<file path="src/rtl/ham_serial_rx.sv">
// rtl/ham_serial_rx.sv - serial framer and codeword FIFO for the (7,4) Hamming receive path
module ham_serial_rx #(
    parameter int DEPTH = 2
) (
    input  logic       clk,
    input  logic       rst_n,
    input  logic       ser_in,
    input  logic       ser_valid,
    input  logic       sof,
    output logic [6:0] ham_code,
    output logic       code_valid,
    input  logic       code_ready,
    output logic       frame_err,
    output logic       overrun,
    output logic [7:0] drop_cnt
);
    localparam int AW = $clog2(DEPTH);
    localparam logic [AW:0]   CNT_FULL = (AW+1)'(DEPTH);
    localparam logic [AW:0]   CNT_ONE  = (AW+1)'(1);
    localparam logic [AW-1:0] PTR_ONE  = AW'(1);

    typedef enum logic {IDLE, SHIFT} state_t;

    state_t        state;
    logic [2:0]    idx;
    logic [6:0]    shreg;
    logic [6:0]    mem [DEPTH];
    logic [AW-1:0] wptr;
    logic [AW-1:0] rptr;
    logic [AW:0]   count;

    logic          push_req;
    logic          pop;
    logic          full;
    logic          do_push;
    logic          drop;
    logic [6:0]    push_word;

    // The final bit goes straight into the pushed word, so the FIFO write
    // lands on the same edge that samples bit 6.
    assign push_req   = (state == SHIFT) && ser_valid && !sof && (idx == 3'd6);
    assign push_word  = {ser_in, shreg[5:0]};
    assign code_valid = (count != '0);
    assign full       = (count == CNT_FULL);
    assign pop        = code_valid && code_ready;
    // A pop on the same edge frees the slot, so a full FIFO still accepts the word.
    assign do_push    = push_req && (!full || pop);
    assign drop       = push_req && full && !pop;
    assign ham_code   = mem[rptr];

    // Framer FSM: bit assembly, restart on sof, registered error/overrun pulses and drop counter.
    always_ff @(posedge clk or negedge rst_n) begin
        if (!rst_n) begin
            state     <= IDLE;
            idx       <= '0;
            shreg     <= '0;
            frame_err <= 1'b0;
            overrun   <= 1'b0;
            drop_cnt  <= '0;
        end else begin
            frame_err <= 1'b0;
            overrun   <= drop;
            if (drop && (drop_cnt != 8'hFF)) begin
                drop_cnt <= drop_cnt + 8'd1;
            end
            if (ser_valid) begin
                if (sof) begin
                    frame_err <= (state == SHIFT);
                    shreg     <= {6'b0, ser_in};
                    idx       <= 3'd1;
                    state     <= SHIFT;
                end else if (state == SHIFT) begin
                    shreg[idx] <= ser_in;
                    if (idx == 3'd6) begin
                        idx   <= '0;
                        state <= IDLE;
                    end else begin
                        idx <= idx + 3'd1;
                    end
                end
            end
        end
    end

    // Codeword FIFO: power-of-two depth, so pointers wrap by natural overflow.
    always_ff @(posedge clk or negedge rst_n) begin
        if (!rst_n) begin
            wptr  <= '0;
            rptr  <= '0;
            count <= '0;
            for (int i = 0; i < DEPTH; i++) begin
                mem[i] <= '0;
            end
        end else begin
            if (do_push) begin
                mem[wptr] <= push_word;
                wptr      <= wptr + PTR_ONE;
            end
            if (pop) begin
                rptr <= rptr + PTR_ONE;
            end
            if (do_push && !pop) begin
                count <= count + CNT_ONE;
            end else if (pop && !do_push) begin
                count <= count - CNT_ONE;
            end
        end
    end
endmodule

</file>
<file path="config.mk">
export PLATFORM = sky130hd
export DESIGN_NAME = ham_serial_rx
export DESIGN_NICKNAME = d
export VERILOG_FILES = /design/src/rtl/ham_serial_rx.sv
export SDC_FILE = /design/constraint.sdc
export NUM_CORES = 1
export LEC_CHECK = 0
export BUFFER_PORTS_ARGS = -buffer_cell sky130_fd_sc_hd__buf_2
export CAP_MARGIN = 20
export CORE_MARGIN = 2
export CORE_UTILIZATION = 25
export DETAILED_ROUTE_END_ITERATION = 8
export GPL_ROUTABILITY_DRIVEN = 0
export HOLD_SLACK_MARGIN = 0.1
export PLACE_DENSITY = 0.51
export SYNTH_ARGS = -nofsm -noshare
export SYNTH_HDL_FRONTEND = slang
export SYNTH_SLANG_ARGS = --single-unit
</file>
<file path="constraint.sdc">
create_clock -name clk -period 1.67 [get_ports clk]
set_input_delay 0.334 -clock clk [delete_from_list [all_inputs] [get_ports clk]]
set_output_delay 0.334 -clock clk [all_outputs]
set_load 0.03 [all_outputs]
</file>
## After elaboration in Yosys (flattened, before gate mapping)

Index checks and enable logic that the tools add are counted.

| storage, ports and cells | value |
|---|---|
| bits in registers | 39 |
| latch bits | 0 |
| memory bits (writable) | 0 |
| bits in read-only memories | 0 |
| word-level logic and storage cells | 69 |
| memories | 0 |

| operators by class | value |
|---|---|
| $add $sub $neg | 6 |
| $mul | 0 |
| div/mod/pow operators | 0 |
| magnitude comparators | 5 |
| eq/ne operators | 3 |
| shift operators | 0 |
| muxes and demuxes | 21 |
| bitwise operators | 2 |
| reductions and logical operators | 21 |

Operators by type and width:

| kind | number |
|---|---|
| 7-bit 2-to-1 mux | 6 |
| 14-bit bitwise mux | 1 |
| 1-bit logical AND | 12 |
| 3-bit 2-to-1 mux | 3 |
| 8-bit by 1-bit adder with 8-bit output (second input constant) | 1 |
| 8-bit != test (second input constant) | 1 |
| 7-bit bitwise mux | 1 |
| 7-bit demux with 1-bit select | 1 |
| 1-bit 2-to-1 mux | 6 |
| 2-bit nonzero test | 3 |
| 2-bit >= comparator (second input constant) | 2 |
| 1-bit zero test | 4 |
| 3-bit by 4-bit less-than comparator with 1-bit output (second input constant) | 1 |
| 2-bit 2-to-1 mux | 2 |
| 1-bit NOT with 2-bit output | 2 |
| 3-bit by 1-bit adder with 3-bit output (second input constant) | 1 |
| 1-bit demux with 3-bit select | 1 |
| 3-bit == test (second input constant) | 1 |
| 3-bit by 1-bit >= comparator with 1-bit output (second input constant) | 1 |
| 1-bit adder (second input constant) | 2 |
| 2-bit by 1-bit adder with 2-bit output (second input constant) | 1 |
| 2-bit == test (second input constant) | 1 |
| 2-bit by 1-bit less-than comparator with 1-bit output (second input constant) | 1 |
| 2-bit AND reduction | 1 |
| other kinds (2) | 2 |

## Depth between registers and ports, before layout

Gate-level depths: netlist of run 1.

| logic depth | value |
|---|---|
| depth after elaboration | 8 |
| gate-level depth with buffers | 7 |
| depth with buffers taken out | 6 |

## Worst setup path before layout of run 1

No wires, ideal clock.

| timing | value |
|---|---|
| path kind | reg-to-reg |
| from | register drop_cnt[0] |
| to | register drop_cnt[1] |
| library setup time | 125 ps |
| data arrival time | 1635 ps |
| required time | 1545 ps |
| path slack | -90 ps |
| cell stages (with the launch flop) | 6 |
| cells stage by stage | dfrtp_1 ha_1 nand3_1 nor2_1 and2b_1 mux2_2 |

| between the ends | value |
|---|---|
| longest elaborated chain between the ends | 2 |

RTL lines:

| what | RTL line | RTL |
|---|---|---|
| start: declaration | 15 | `output logic [7:0] drop_cnt` |
| start signal: assignment | 64 | `drop_cnt <= drop_cnt + 8'd1;` |
| parallel branches: the longest is 2 deep, another holds 8-bit by 1-bit adder with 8-bit output | n/a |  |

Several ways; the timed one is not identified.
A chain may end at the register's enable or synchronous reset.

## Worst setup path in the final report of run 1

| timing | value |
|---|---|
| from | register count[0] |
| to | register drop_cnt[7] |

| between the ends | value |
|---|---|
| longest elaborated chain between the ends | 5 |

RTL lines:

| what | RTL line | RTL |
|---|---|---|
| start: declaration | 30 | `logic [AW:0] count;` |
| start signal: assignment | 103 | `count <= count + CNT_ONE;` |
| start signal: assignment | 105 | `count <= count - CNT_ONE;` |
| 2-bit nonzero test | 43 | `assign code_valid = (count != '0);` |
| 1-bit logical AND | 45 | `assign pop = code_valid && code_ready;` |
| 1-bit zero test | 48 | `assign drop = push_req && full && !pop;` |
| 1-bit logical AND * | 48 |  |
| 1-bit logical AND * | 63 | `if (drop && (drop_cnt != 8'hFF)) begin` |

Mark *: on every way between the ends. The rest lies on a longest branch, timed or not.

==> results.yml, run 1 <==
synthesis:
  syn-cell-area_um2: 1790
  yosys_most_used_dff: "dfrtp_1"
  synth-seq-area-share_pct: 53.0
  synth_area_per_cell_um2: 11.9
  synth_enable_flop_cells: 0
  syn-num-nets: 159
  synth-seq-cells: 38
  yosysUniqueCellTypes: 34
  synth-async-reset-ratio_pct: 100
  yosysWarningCount: 0
  syn_inst: 151
cells_and_area:
  final_cells: 298
  fillCellCount: 680
  diodes: 0
  area_growth_pct: 33.1
  drive_above_1_share_pct: 44.1
  fin_area_um2: 2390
  post-route-util_pct: 34.7
  final_nets: 210
critical_path:
  cp_max_fo: 4
  crit_type: "register to register"
  startpoint_type: "register"
  cp_data_required_time_ns: 1.89
  r2r_end: "drop_cnt[7]$_DFFE_PN0P_"
  reg2reg_from: "count[0]$_DFFE_PN0P_"
  cp_data_arrival_time_ns: 1.87
  crit_path_end_kind: "register"
  worst_r2r_path_depth: 4
  ff2ff_setup_slack_ns: 0.02
worst_hold_path:
  min_from: "ser_in"
  min_path_type: "input pin to register"
  hold_depth: 2
  holdPathEnd: "mem[6]$_DFFE_PN0P_"
die:
  die_height_um: 88.7
  num_rows: 30
  start_util_pct: 26.1
  coreArea_um2: 6870
  fp.dieW_um: 88.7
  dieArea_um2: 7870
  ios: 24
drt:
  routed_via_density: 4.29
  vias: 1277
  firstDrtPassIters: 4
  drcViolationCount: 0
  drt_iter0_drc: 67
  drtAntennaViolNets: 0
  wl_um: 3540
  routedWlPerCell_um: 11.9
cts:
  worst_skew_pair.late_latency_ns: 0.29
  cts_max_level: 2
  clock_path_buffers: 2
  clkTransAtPathRegs_ns: 0.07
  cts.sinks: 38
  numCtsBuffers: 5
  cts-root-buf: "clkbuf_8"
  tritoncts: "built"
sta:
  whs_ns: 0.384
  setup_viol: 0
  final.setup.tns_ns: 0
  fin_crit_sh_pct: 99.0
  skew_ns: 0.00563
  slew_headroom_pct: 72.5
  rsz0062_at_grt: "yes"
  finalWorstSetupSlack_ns: 0.0174
  finalMaxSlewViolations: 0
  finalHoldViolCount: 0
  period_minus_slack_ns: 1.65
  tightest_slew_ns: 0.412
  max_freq_mhz: 605
global_route:
  grt_antenna_before_repair: 0
  grt_max_degree: 23
  grt_pass1_wl_um: 5980
  grt_pass1_vias: 1250
  overflow: 0
  grt.total_usage_pct: 10.1
placement:
  dp_cells: 286
  post-place-ws_ns: -0.0802
  io_buffers: 23
  dp_hpwl_um: 2560
  placed_area_um2: 2170
flow_run:
  maxCapViolCount: 0
power:
  p_int_mw: 1.67
  switchingPower_mw: 0.736
  p_sw_share_pct: 30.5
  p_leak_nw: 1.19
  clockPowerShare_pct: 24.4
  total_power_mw: 2.41
  seqPwrFrac_pct: 49.6
  powerDensity_nw_per_um2: 1010
  ir_drop_uv: 348
  p_comb_share_pct: 26.0
outcome:
  status: "complete, no violations"
## layout by cell type, fill, tap and decap left out, drive strengths merged, types with 2 or more instances in the layout
master / count
nor3: 4
a31oi: 3
o21ai: 7
o2bb2ai: 3
dfrtp: 38
mux2i: 5
nand2b: 2
nor2: 8
buf: 47
a21oi: 3
clkbuf: 5
ha: 2
nand2: 14
mux2: 23
xnor2: 2
xor2: 8
inv: 4
clkinv: 2
or2: 2
nand3: 4
## synthesized netlist by cell type (2+ instances only)
cell       instances  area [µm²]
dfrtp_1           38         951
mux2_2            23         259
nand2_1           14        52.6
nor2_1             8        30.0
xor2_1             8        70.1
o21ai_0            7        35.0
mux2i_1            5        50.1
inv_1              4        15.0
nand3_1            4        20.0
nor3_2             4        40.0
a21oi_1            3        15.0
a31oi_1            3        18.8
o2bb2ai_1          3        26.3
buf_2              2        10.0
clkbuf_1           2        7.51
ha_1               2        25.0
nand2b_1           2        12.5
or2_2              2        12.5
xnor2_1            2        17.5
## what timing repair did
item	CTS	global route
setup endpoints to repair	8	23
setup buffers	1	3
hold buffers	1	0
gates resized for setup	1	32
hold endpoints to repair	16	0
pin swaps	1	2
## power by group through the flow
stage / registers (mW) / clock network, mW / logic (mW)
detailed placement: 1.20 / 0 / 0.551
global placement: 1.20 / 0 / 0.547
floorplan: 1.16 / 0 / 0.377
global route: 1.22 / 0.661 / 0.695
CTS: 1.18 / 0.614 / 0.577
finish: 1.20 / 0.587 / 0.627
## routing by layer
metal	up-vias	track usage, %	share of wire (%)
met4	0	5.37	2.3
met1	622	13.6	48
li1	634	-	-
met2	16	14.9	47
met5	-	0	0
met3	5	2.52	2.7
## worst max-delay path, stage by stage, from the launching register on
cell and delay [ns]:
dfrtp_1 0.41, or3b_4 0.39, or4_4 0.46, nor3_4 0.18, xor2_1 0.15
## how the worst max path moves through the flow
stage                                  startpoint                 endpoint  slack (ns)
after global routing         count[0]$_DFFE_PN0P_  drop_cnt[7]$_DFFE_PN0P_       -0.07
after CTS                        rptr$_DFFE_PN0N_              ham_code[0]       0.002
after floorplan           drop_cnt[1]$_DFFE_PN0P_  drop_cnt[1]$_DFFE_PN0P_       -0.08
final                        count[0]$_DFFE_PN0P_  drop_cnt[7]$_DFFE_PN0P_        0.02
after detailed placement                      sof  drop_cnt[7]$_DFFE_PN0P_       -0.08
after global placement                 code_ready  drop_cnt[7]$_DFFE_PN0P_       -0.05
## flip-flops by register name (all words and copies together), names as in the netlist
register and flops:
overrun 1, rptr 1, drop_cnt 8, frame_err 1, wptr 1, idx 3
count 2, state 1, mem 14, shreg 6
## area by class of cell
cell class	count	area (µm²)	area share, %
Sequential cell	38	953	40.0
Multi-Input combinational cell	105	853	35.8
Timing Repair Buffer	48	365	15.3
Tap cell	96	120	5.03
Clock buffer	5	68.8	2.88
Inverter	4	15.0	0.629
Clock inverter	2	10.0	0.420
## cell families after synthesis
kind of cell / Yosys count / synth area share [%]
simple gates: 46 / 15.1
flops: 38 / 53.0
mux: 28 / 17.2
compound gates: 19 / 6.49
xor+xnor: 10 / 4.89
buf+inv: 8 / 1.81
fa+ha+maj: 2 / 1.40
(Power assumes the default switching activity.)
==> inputs of run 2 (changes only) <==
Settings changed: BUFFER_PORTS_ARGS -buffer_cell sky130_fd_sc_hd__buf_2 to default, DONT_BUFFER_PORTS from default to 1, PLACE_DENSITY 0.51 to 0.47.
Clock period 1.67 ns to 1.7 ns, I/O delays scaled along.
==> results.yml, run 2 (synthesis results as in run 1) <==
die:
  dieArea_um2: 7870
  num_rows: 30
  start_util_pct: 26.1
  coreArea_um2: 6870
  fp.dieW_um: 88.7
  ios: 24
  die_height_um: 88.7
critical_path:
  reg2reg_from: "count[0]$_DFFE_PN0P_"
  endpoint: "code_valid"
  cp_data_required_time_ns: 1.36
  crit_type: "register to output pin"
  crit_path_end_kind: "output pin"
  startpoint: "count[0]$_DFFE_PN0P_"
  worst_r2r_path_depth: 4
  cp_data_arrival_time_ns: 1.31
  cp_max_fo: 3
  ff2ff_setup_slack_ns: 0.07
  startpoint_type: "register"
  r2r_end: "drop_cnt[5]$_DFFE_PN0P_"
placement:
  io_buffers: 0
  placed_area_um2: 2070
  post-place-ws_ns: -0.0171
  dp_hpwl_um: 2550
  dp_cells: 266
sta:
  rsz0062_at_grt: "yes"
  fin_crit_sh_pct: 97.1
  finalWorstSetupSlack_ns: 0.0493
  tightest_slew_ns: 0.346
  skew_ns: 0.00224
  slew_headroom_pct: 76.7
  whs_ns: 0.132
  period_minus_slack_ns: 1.65
  final.setup.tns_ns: 0
  finalHoldViolCount: 0
  setup_viol: 0
  max_freq_mhz: 606
  finalMaxSlewViolations: 0
drt:
  drtAntennaViolNets: 0
  drt_iter0_drc: 43
  routedWlPerCell_um: 12.6
  firstDrtPassIters: 4
  routed_via_density: 4.40
  vias: 1214
  wl_um: 3480
  drcViolationCount: 0
global_route:
  grt_max_degree: 39
  grt_antenna_before_repair: 0
  met3_usage_pct: 3.45
  gr-usage-met1_pct: 11.6
  use_met2_pct: 16.5
  grt_pass1_wl_um: 6040
  grt_pass1_vias: 1272
  busiest_layer: "met2"
  grt.total_usage_pct: 9.97
  overflow: 0
cells_and_area:
  final_cells: 276
  diodes: 0
  final_cell_mix: "dfrtp_1, buf_4, mux2_2"
  layout_commonest_cell: "dfrtp_1"
  fin_area_um2: 2200
  regMostFlops: "mem"
  drive_above_1_share_pct: 37.8
  largest_registers: "mem (14), drop_cnt (8), shreg (6)"
  largest_register_ffs: 14
  area_growth_pct: 22.6
  final_nets: 188
  fillCellCount: 678
cts:
  worst_skew_pair.late_latency_ns: 0.28
  clkTransAtPathRegs_ns: 0.07
  cts-root-buf: "clkbuf_8"
  numCtsBuffers: 5
  tritoncts: "built"
  cts.sinks: 38
  clock_path_buffers: 2
  cts_max_level: 2
power:
  powerDensity_nw_per_um2: 1040
  ir_drop_uv: 473
  p_leak_nw: 1.06
worst_hold_path:
  min_path_type: "input pin to register"
flow_run:
  maxCapViolCount: 0
outcome:
  status: "complete, no violations"
[run 2: changes by cell type in the layout (fill, tap and decap cells not counted)]
| cell | delta |
|---|---|
| nor4_4 | -1 |
| nand2b_1 | -1 |
| mux2_2 | +7 |
| nor4_2 | +1 |
| buf_6 | -8 |
| buf_2 | -16 |
| nand2b_2 | +1 |
| buf_4 | +2 |
| mux2_4 | -7 |
[run 2: where the power goes]
group          switching, mW  leakage, nW  internal [mW]  total, mW
registers              0.131        0.505           1.03       1.16
clock network          0.305       0.0438          0.275      0.580
logic                  0.254        0.515          0.280      0.533
[run 2: worst min path at each step]
stage / start / end / slack, ns / cells past startpoint
floorplan: rst_n / count[0]$_DFFE_PN0P_ / 0.04 / 0
global placement: rst_n / drop_cnt[1]$_DFFE_PN0P_ / 0.05 / 0
detailed placement: rst_n / drop_cnt[2]$_DFFE_PN0P_ / 0.05 / 0
CTS: sof / shreg[5]$_DFFE_PN0P_ / 0.13 / 1
global route: sof / shreg[4]$_DFFE_PN0P_ / 0.12 / 1
finish: sof / shreg[1]$_DFFE_PN0P_ / 0.13 / 1
[run 2: stage by stage]
step,power (mW),util (%)
detailed placement,1.68,30.1
global placement,1.66,30.1
global route,2.43,32.0
CTS,2.30,31.8
finish,2.28,32.0
floorplan,1.51,-
[run 2: cell type report]
| cell class | instances | area, µm² | area share, % |
|---|---|---|---|
| Inverter | 4 | 15.0 | 0.683 |
| Sequential cell | 38 | 953 | 43.4 |
| Timing Repair Buffer | 26 | 210 | 9.56 |
| Clock buffer | 5 | 68.8 | 3.13 |
| Clock inverter | 2 | 10.0 | 0.455 |
| Tap cell | 96 | 120 | 5.46 |
| Multi-Input combinational cell | 105 | 821 | 37.3 |
[run 2: worst max-delay path, stage by stage, from the launching register on]
cell	delay (ns)
dfrtp_1	0.40
buf_4	0.15
or2_2	0.31
buf_4	0.17
[run 2: routing by layer]
metal	part of all wire (%)	wire length, µm
met1	43	1510
met2	49	1700
met3	5.9	206
met4	1.9	67
met5	0	0
[run 2: repair_timing]
action,CTS,global route
buffers inserted,0,1
hold endpoints to repair,38,0
endpoints found under the setup margin,5,7
gates resized for setup,2,2
hold buffers,2,0
pin swaps,2,1
